File: src/rtl/qr_pkg.sv
// Shared constants and helpers for the ARX quarter-round datapath.
package qr_pkg;

    typedef enum logic {
        QR_MODE_CHACHA = 1'b0,
        QR_MODE_SALSA  = 1'b1
    } qr_mode_e;

    localparam int unsigned QR_MAX_WIDTH = 64;
    localparam int unsigned QR_CHACHA_ROT [4] = '{16, 12, 8, 7};
    localparam int unsigned QR_SALSA_ROT  [4] = '{7, 9, 13, 18};

    // Left rotate within the low w bits; with constant w and r this reduces to wiring.
    function automatic logic [QR_MAX_WIDTH-1:0] rotl(input logic [QR_MAX_WIDTH-1:0] x,
                                                     input int unsigned w,
                                                     input int unsigned r);
        logic [QR_MAX_WIDTH-1:0] m;
        logic [QR_MAX_WIDTH-1:0] v;
        m = (w >= QR_MAX_WIDTH) ? '1 : ((QR_MAX_WIDTH'(1) << w) - QR_MAX_WIDTH'(1));
        v = x & m;
        return ((v << r) | (v >> (w - r))) & m;
    endfunction

endpackage

File: src/rtl/qr_step.sv
// One combinational ARX step of the ChaCha or Salsa20 quarter round.
module qr_step
    import qr_pkg::*;
#(
    parameter int unsigned STEP       = 0,
    parameter int unsigned DATA_WIDTH = 32,
    parameter int unsigned ROT_CHACHA = 16,
    parameter int unsigned ROT_SALSA  = 7
) (
    input  logic                  mode,
    input  logic [DATA_WIDTH-1:0] a,
    input  logic [DATA_WIDTH-1:0] b,
    input  logic [DATA_WIDTH-1:0] c,
    input  logic [DATA_WIDTH-1:0] d,
    output logic [DATA_WIDTH-1:0] a_next,
    output logic [DATA_WIDTH-1:0] b_next,
    output logic [DATA_WIDTH-1:0] c_next,
    output logic [DATA_WIDTH-1:0] d_next
);

    function automatic logic [DATA_WIDTH-1:0] rot(input logic [DATA_WIDTH-1:0] x,
                                                  input int unsigned r);
        return DATA_WIDTH'(rotl(QR_MAX_WIDTH'(x), DATA_WIDTH, r));
    endfunction

    always_comb begin
        a_next = a;
        b_next = b;
        c_next = c;
        d_next = d;
        case (STEP)
            0: if (mode == QR_MODE_CHACHA) begin
                a_next = a + b;
                d_next = rot(d ^ (a + b), ROT_CHACHA);
            end else begin
                b_next = b ^ rot(a + d, ROT_SALSA);
            end
            1: if (mode == QR_MODE_CHACHA) begin
                c_next = c + d;
                b_next = rot(b ^ (c + d), ROT_CHACHA);
            end else begin
                c_next = c ^ rot(b + a, ROT_SALSA);
            end
            2: if (mode == QR_MODE_CHACHA) begin
                a_next = a + b;
                d_next = rot(d ^ (a + b), ROT_CHACHA);
            end else begin
                d_next = d ^ rot(c + b, ROT_SALSA);
            end
            3: if (mode == QR_MODE_CHACHA) begin
                c_next = c + d;
                b_next = rot(b ^ (c + d), ROT_CHACHA);
            end else begin
                a_next = a ^ rot(d + c, ROT_SALSA);
            end
            default: ;
        endcase
    end

endmodule

File: src/rtl/quarter_round_pipe.sv
// Fully pipelined ChaCha/Salsa20 quarter round with per-beat mode and tag.
module quarter_round_pipe
    import qr_pkg::*;
#(
    parameter int unsigned DATA_WIDTH     = 32,
    parameter int unsigned TAG_WIDTH      = 4,
    parameter logic [3:0]  REG_MASK       = 4'b1111,
    parameter int unsigned CHACHA_ROT [4] = QR_CHACHA_ROT,
    parameter int unsigned SALSA_ROT  [4] = QR_SALSA_ROT
) (
    input  logic                  i_aclk,
    input  logic                  i_aresetn,
    input  logic                  i_valid,
    output logic                  o_ready,
    input  logic                  i_mode,
    input  logic [TAG_WIDTH-1:0]  i_tag,
    input  logic [DATA_WIDTH-1:0] i_a,
    input  logic [DATA_WIDTH-1:0] i_b,
    input  logic [DATA_WIDTH-1:0] i_c,
    input  logic [DATA_WIDTH-1:0] i_d,
    output logic                  o_valid,
    input  logic                  i_ready,
    output logic [TAG_WIDTH-1:0]  o_tag,
    output logic [DATA_WIDTH-1:0] o_a,
    output logic [DATA_WIDTH-1:0] o_b,
    output logic [DATA_WIDTH-1:0] o_c,
    output logic [DATA_WIDTH-1:0] o_d,
    output logic                  o_busy
);

    logic                  en;
    logic                  tail_vld;
    logic [TAG_WIDTH-1:0]  tail_tag;
    logic [DATA_WIDTH-1:0] tail_a, tail_b, tail_c, tail_d;

    // Single global advance: the whole pipe moves or the whole pipe holds.
    assign en      = !o_valid | i_ready;
    assign o_ready = en;

    // Each iteration holds the beat entering step k, optionally registered after step k-1.
    for (genvar k = 0; k < 4; k++) begin : g_stage
        localparam bit HAS_REG = (k > 0) && REG_MASK[(k > 0) ? k - 1 : 0];

        logic                  vld;
        logic                  mode;
        logic                  busy;
        logic [TAG_WIDTH-1:0]  tag;
        logic [DATA_WIDTH-1:0] a, b, c, d;
        logic [DATA_WIDTH-1:0] a_next, b_next, c_next, d_next;

        if (k == 0) begin : g_src
            assign vld  = i_valid;
            assign mode = i_mode;
            assign tag  = i_tag;
            assign a    = i_a;
            assign b    = i_b;
            assign c    = i_c;
            assign d    = i_d;
            assign busy = 1'b0;
        end else if (HAS_REG) begin : g_reg
            always_ff @(posedge i_aclk) begin
                if (!i_aresetn) begin
                    vld <= 1'b0;
                end else if (en) begin
                    vld <= g_stage[k-1].vld;
                end
            end
            always_ff @(posedge i_aclk) begin
                if (en) begin
                    mode <= g_stage[k-1].mode;
                    tag  <= g_stage[k-1].tag;
                    a    <= g_stage[k-1].a_next;
                    b    <= g_stage[k-1].b_next;
                    c    <= g_stage[k-1].c_next;
                    d    <= g_stage[k-1].d_next;
                end
            end
            assign busy = g_stage[k-1].busy | vld;
        end else begin : g_wire
            assign vld  = g_stage[k-1].vld;
            assign mode = g_stage[k-1].mode;
            assign tag  = g_stage[k-1].tag;
            assign a    = g_stage[k-1].a_next;
            assign b    = g_stage[k-1].b_next;
            assign c    = g_stage[k-1].c_next;
            assign d    = g_stage[k-1].d_next;
            assign busy = g_stage[k-1].busy;
        end

        qr_step #(
            .STEP       (k),
            .DATA_WIDTH (DATA_WIDTH),
            .ROT_CHACHA (CHACHA_ROT[k]),
            .ROT_SALSA  (SALSA_ROT[k])
        ) u_step (
            .mode   (mode),
            .a      (a),
            .b      (b),
            .c      (c),
            .d      (d),
            .a_next (a_next),
            .b_next (b_next),
            .c_next (c_next),
            .d_next (d_next)
        );
    end

    // Optional register after the last step; mode is no longer needed past here.
    if (REG_MASK[3]) begin : g_tail_reg
        always_ff @(posedge i_aclk) begin
            if (!i_aresetn) begin
                tail_vld <= 1'b0;
            end else if (en) begin
                tail_vld <= g_stage[3].vld;
            end
        end
        always_ff @(posedge i_aclk) begin
            if (en) begin
                tail_tag <= g_stage[3].tag;
                tail_a   <= g_stage[3].a_next;
                tail_b   <= g_stage[3].b_next;
                tail_c   <= g_stage[3].c_next;
                tail_d   <= g_stage[3].d_next;
            end
        end
    end else begin : g_tail_wire
        assign tail_vld = g_stage[3].vld;
        assign tail_tag = g_stage[3].tag;
        assign tail_a   = g_stage[3].a_next;
        assign tail_b   = g_stage[3].b_next;
        assign tail_c   = g_stage[3].c_next;
        assign tail_d   = g_stage[3].d_next;
    end

    // Output register, always present and fully reset.
    always_ff @(posedge i_aclk) begin
        if (!i_aresetn) begin
            o_valid <= 1'b0;
            o_tag   <= '0;
            o_a     <= '0;
            o_b     <= '0;
            o_c     <= '0;
            o_d     <= '0;
        end else if (en) begin
            o_valid <= tail_vld;
            o_tag   <= tail_tag;
            o_a     <= tail_a;
            o_b     <= tail_b;
            o_c     <= tail_c;
            o_d     <= tail_d;
        end
    end

    assign o_busy = o_valid | g_stage[3].busy | (REG_MASK[3] ? tail_vld : 1'b0);

endmodule

File: config.mk
export PLATFORM = sky130hd
export DESIGN_NAME = quarter_round_pipe
export DESIGN_NICKNAME = d
export VERILOG_FILES = /design/src/rtl/qr_pkg.sv /design/src/rtl/qr_step.sv /design/src/rtl/quarter_round_pipe.sv
export SDC_FILE = /design/constraint.sdc
export NUM_CORES = 1
export LEC_CHECK = 0
export ABC_AREA = 1
export BUFFER_PORTS_ARGS = -buffer_cell sky130_fd_sc_hd__clkbuf_2
export CAP_MARGIN = 20
export CELL_PAD_IN_SITES_DETAIL_PLACEMENT = 1
export CELL_PAD_IN_SITES_GLOBAL_PLACEMENT = 1
export CORE_MARGIN = 2
export CORE_UTILIZATION = 46
export DETAILED_ROUTE_END_ITERATION = 6
export PLACE_DENSITY = 0.92
export SYNTH_ARGS = -nofsm -noshare
export SYNTH_HDL_FRONTEND = slang
export SYNTH_SLANG_ARGS = --single-unit
File: constraint.sdc
create_clock -name i_aclk -period 20.4 [get_ports i_aclk]
set_input_delay 2.04 -clock i_aclk [delete_from_list [all_inputs] [get_ports i_aclk]]
set_output_delay 2.04 -clock i_aclk [all_outputs]
set_load 0.02 [all_outputs]
Word-level counts from Yosys, hierarchy flattened --
Index checks and enable logic that the tools add are counted.
Operators by class: reduce and logical (&&, ||, !) cells 1, multiplexer cells 10, bitwise logic cells 21, $add $sub $neg 7
Operators by type and width (number):
- two-way mux 32 bit | 10
- XOR 32 bit | 8
- adder 32 bit | 7
- bitwise OR 32 x 7 -> 32 bit | 2
- bitwise OR 32 x 12 -> 32 bit | 1
- bitwise OR 32 x 13 -> 32 bit | 1
- bitwise OR 32 x 16 -> 32 bit | 1
- bitwise OR 32 x 18 -> 32 bit | 1
- bitwise OR 32 x 8 -> 32 bit | 1
- bitwise OR 32 x 9 -> 32 bit | 1
- bitwise OR 1 bit | 5
- logical NOT 1 bit | 1
Storage, ports and cells: logic and storage cells 72, output and inout port bits 135, bits of input ports 137, register bits after elaboration 668

Longest topological paths before layout --
depth after elaboration 4, mapped depth 15

Cells and area by module --
From an unflattened synthesis, not the netlist that was laid out.
Second synthesis, totals: cell total of the unflattened synthesis 6080, area, all modules 45108.3 um2
By module, submodules not included:
- quarter_round_pipe | instances 1, area an instance 21753.4 um2, cells each 1414
- qr_step (g_stage[0].u_step) | instances 1, area an instance 6517.5 um2, cells each 1335
- qr_step (g_stage[1].u_step) | instances 1, area an instance 6417.4 um2, cells each 1256
- qr_step (g_stage[2].u_step) | instances 1, area an instance 6266.0 um2, cells each 1220
- qr_step (g_stage[3].u_step) | instances 1, area an instance 4154.0 um2, cells each 855

Worst setup path after synthesis --
OpenSTA, ideal clock, no wires.
path kind input port to output port, start point in i_ready, end point out o_ready, path slack 1.500 ns, arrival 16.860 ns, stages on the path 3, cell sequence nor2_1 -> inv_2 -> clkbuf_1
Between the ends: word-level cells in the longest chain between the ends 1
Ends and longest elaborated chain:
- start, declared | RTL line quarter_round_pipe.sv:22 | input logic i_ready,
- bitwise OR 1 bit | RTL line quarter_round_pipe.sv:37 | assign en = !o_valid | i_ready;
- end, declared | RTL line quarter_round_pipe.sv:14 | output logic o_ready,
Every way passes these cells.

Worst setup path after layout --
start point in i_ready, end point reg g_stage[1].b[27], enable pin
Between the ends: word-level cells in the longest chain between the ends 1
Ends and longest elaborated chain:
- bitwise OR 1 bit | RTL line quarter_round_pipe.sv:37
- end signal, assigned | RTL line quarter_round_pipe.sv:73 | b <= g_stage[k-1].b_next;
- end, declared | RTL line quarter_round_pipe.sv:48 | logic [DATA_WIDTH-1:0] a, b, c, d;
Every way passes these cells. A chain may end at the register's enable or synchronous reset.

==> qor.yml <==
placement:
  gp_congestion: 1.04
  pre_cts_ws_ps: 13550
  placed_cells: 6848
  placed_cell_area_um2: 44300
  portBuffers: 271
  dpl.hpwl_mm: 157
logic_synthesis:
  synth_flop_cell: "edfxtp_1"
  syn-num-nets: 5855
  async_flop_share_pct: 0
  ys_ff_latch: 668
  synth_edf_count: 531
  netlist_instances: 5494
  ys_seq_area_share_pct: 44.8
  synth_top_area_cell: "edfxtp_1"
  synth.area.top_cells: "edfxtp_1 (38%), nand2_1 (16%), dfxtp_1 (6.6%)"
  synth_top_area_share_pct: 38.2
  yosys_warnings: 0
  synth.distinct_cells: 45
  avgSynthCellArea_um2: 7.60
  synth_area_um2: 41700
sta:
  fin_crit_ps: 6330
  setup_ws_ps: 14070
  fin_hold_ws_ps: 417
  clock-skew-final_ps: 33.0
  fmax_mhz: 158
  drv_slew: 0
  hold_violations: 0
  setup_violations: 0
  fin_setup_tns_ps: 0
  finalCritPeriodShare_pct: 31.0
  worstMarginPinSlew_ps: 1080
  slew-limit-headroom_pct: 27.8
  rsz0062_at_grt: "false"
route:
  dr_wl_met3_mm: 12.3
  viasPerCell: 5.73
  dr.first_iter.drc_count: 3722
  firstDrtPassIters: 6
  drc: 0
  wl_met1_mm: 70.1
  vias: 40000
  wirelength_mm: 189
  detail_route.wl_per_cell_um: 27.1
  ant_nets: 0
  route.met2.wl_mm: 90.3
  highest_layer: "met5"
worst_hold_path:
  min_path_type: "register to register"
cts:
  clk_path_buf_depth: 3
  cts_root_buffer: "clkbuf_16"
  cts_resized: 0
  h-tree-depth: 3
  clock_sinks: 668
  cts_made_buffers: 75
  tritoncts: "yes"
  cts.reportedPaths.clkPinSlew_ps: 60
  cts_setup_buffers: 0
  hold_buffers: 0
  clk_latency_ps: 670
global_routing:
  grt_pass1_vias: 40800
  grt_pass1_wl_mm: 270
  globalRouteOverflowTotal: 0
  grt.total_usage_pct: 40.0
  antenna_found_initial: 8
  grt_max_degree: 127
run_status:
  status: "completed"
run:
  max_cap_violations: 0
critical_path:
  endpoint_kind: "register"
  required_ps: 20680
  cp_max_fo: 89
  worstPathArrival_ps: 6610
  startpoint_type: "input pin"
  worst-setup-path-type: "input pin to register"
power_and_ir_drop:
  power.density_nw_per_um2: 149
  ir_drop_mv: 0.0770
  power.total_mw: 6.96
  cellLeakagePower_nw: 23.2
floorplanning:
  die_w_um: 305
  rows: 110
  dieArea_um2: 93200
  io_pins: 272
  start_util_pct: 46.4
  die_h_um: 305
  core_area_um2: 90000
layout:
  finalInstanceArea_um2: 46800
  final_util_pct: 52.0
  layout_common_cells: "nand2_1 (1769), inv_1 (674), nor2_1 (634)"
  areaGrowthSynthToFinish_pct: 12.1
  layout_commonest_cell: "nand2_1"
  finalNonFillerCells: 6989
  final_layout_size_suffix_gt1_share_pct: 8.07
  nets: 6111
flip-flops by register name (all words and copies together) (netlist names), 32 cells and up:
signal     count
tail_b        32
g_stage.a     96
o_b           32
o_d           32
tail_c        32
g_stage.d     96
o_c           32
tail_a        32
g_stage.b     96
o_a           32
tail_d        32
g_stage.c     96
synth_stat cells (43+ instances only):
| cell | count |
|---|---|
| xnor2_1 | 66 |
| clkbuf_1 | 83 |
| dfxtp_1 | 137 |
| nand3b_1 | 43 |
| nand3_1 | 355 |
| a21oi_1 | 242 |
| xor2_1 | 98 |
| ha_1 | 217 |
| nand2_1 | 1769 |
| edfxtp_1 | 531 |
| o21ai_0 | 340 |
| inv_1 | 675 |
| nor2_1 | 635 |
layout make-up:
class / instances / area (um^2)
Clock inverter: 38 / 362
Sequential cell: 668 / 18700
Antenna cell: 3 / 7.51
Clock buffer: 99 / 2100
Inverter: 682 / 2570
Timing Repair Buffer: 289 / 1520
Tap cell: 1176 / 1470
Fill cell: 11300 / 43200
Multi-Input combinational cell: 4034 / 20100
routing by layer:
| layer | up-vias | global-route usage, % |
|---|---|---|
| met5 | - | 0 |
| met4 | 10 | 29.7 |
| met3 | 519 | 7.04 |
| met2 | 1590 | 68.4 |
| met1 | 19500 | 44.7 |
| li1 | 18400 | - |
final timing paths:
kind	cells past startpoint	endpoint	slack (ps)	from
setup reg to reg	8	g_stage[1].b[27]$_DFFE_PP_	15070	o_valid$_SDFFE_PN0P_
hold / removal	0	tail_tag[2]$_DFFE_PP_	420	g_stage[3].tag[2]$_DFFE_PP_
hold reg to reg	0	tail_tag[2]$_DFFE_PP_	420	g_stage[3].tag[2]$_DFFE_PP_
setup / recovery	8	g_stage[1].b[27]$_DFFE_PP_	14070	i_ready
where the power goes:
group	internal (mW)	switching [mW]
logic	0.904	2.19
registers	2.01	0.477
clock network	0.772	0.601
total	3.69	3.27
kinds of logic (layout without fill, tap and decap cells):
kind of cell | count (synthesis) | count (layout) | share of synthesized area (%)
buffers and inverters | 792 | 1108 | 7.15
muxes | 6 | 6 | 0.144
xor gates and xnor gates | 166 | 166 | 3.52
DFF | 668 | 668 | 44.8
AOI/OAI and AO/OA | 692 | 692 | 8.79
adders and majority gates | 224 | 224 | 6.84
other | 0 | 3 | 0
and+or+nand+nor | 2946 | 2946 | 28.8
worst max-delay path, stage by stage:
cell,delay [ps]
clkbuf_2,110
nor2_4,60
buf_12,180
inv_8,410
buf_4,840
buf_4,930
buf_4,840
buf_4,890
Power figures use the tool's default switching activity.
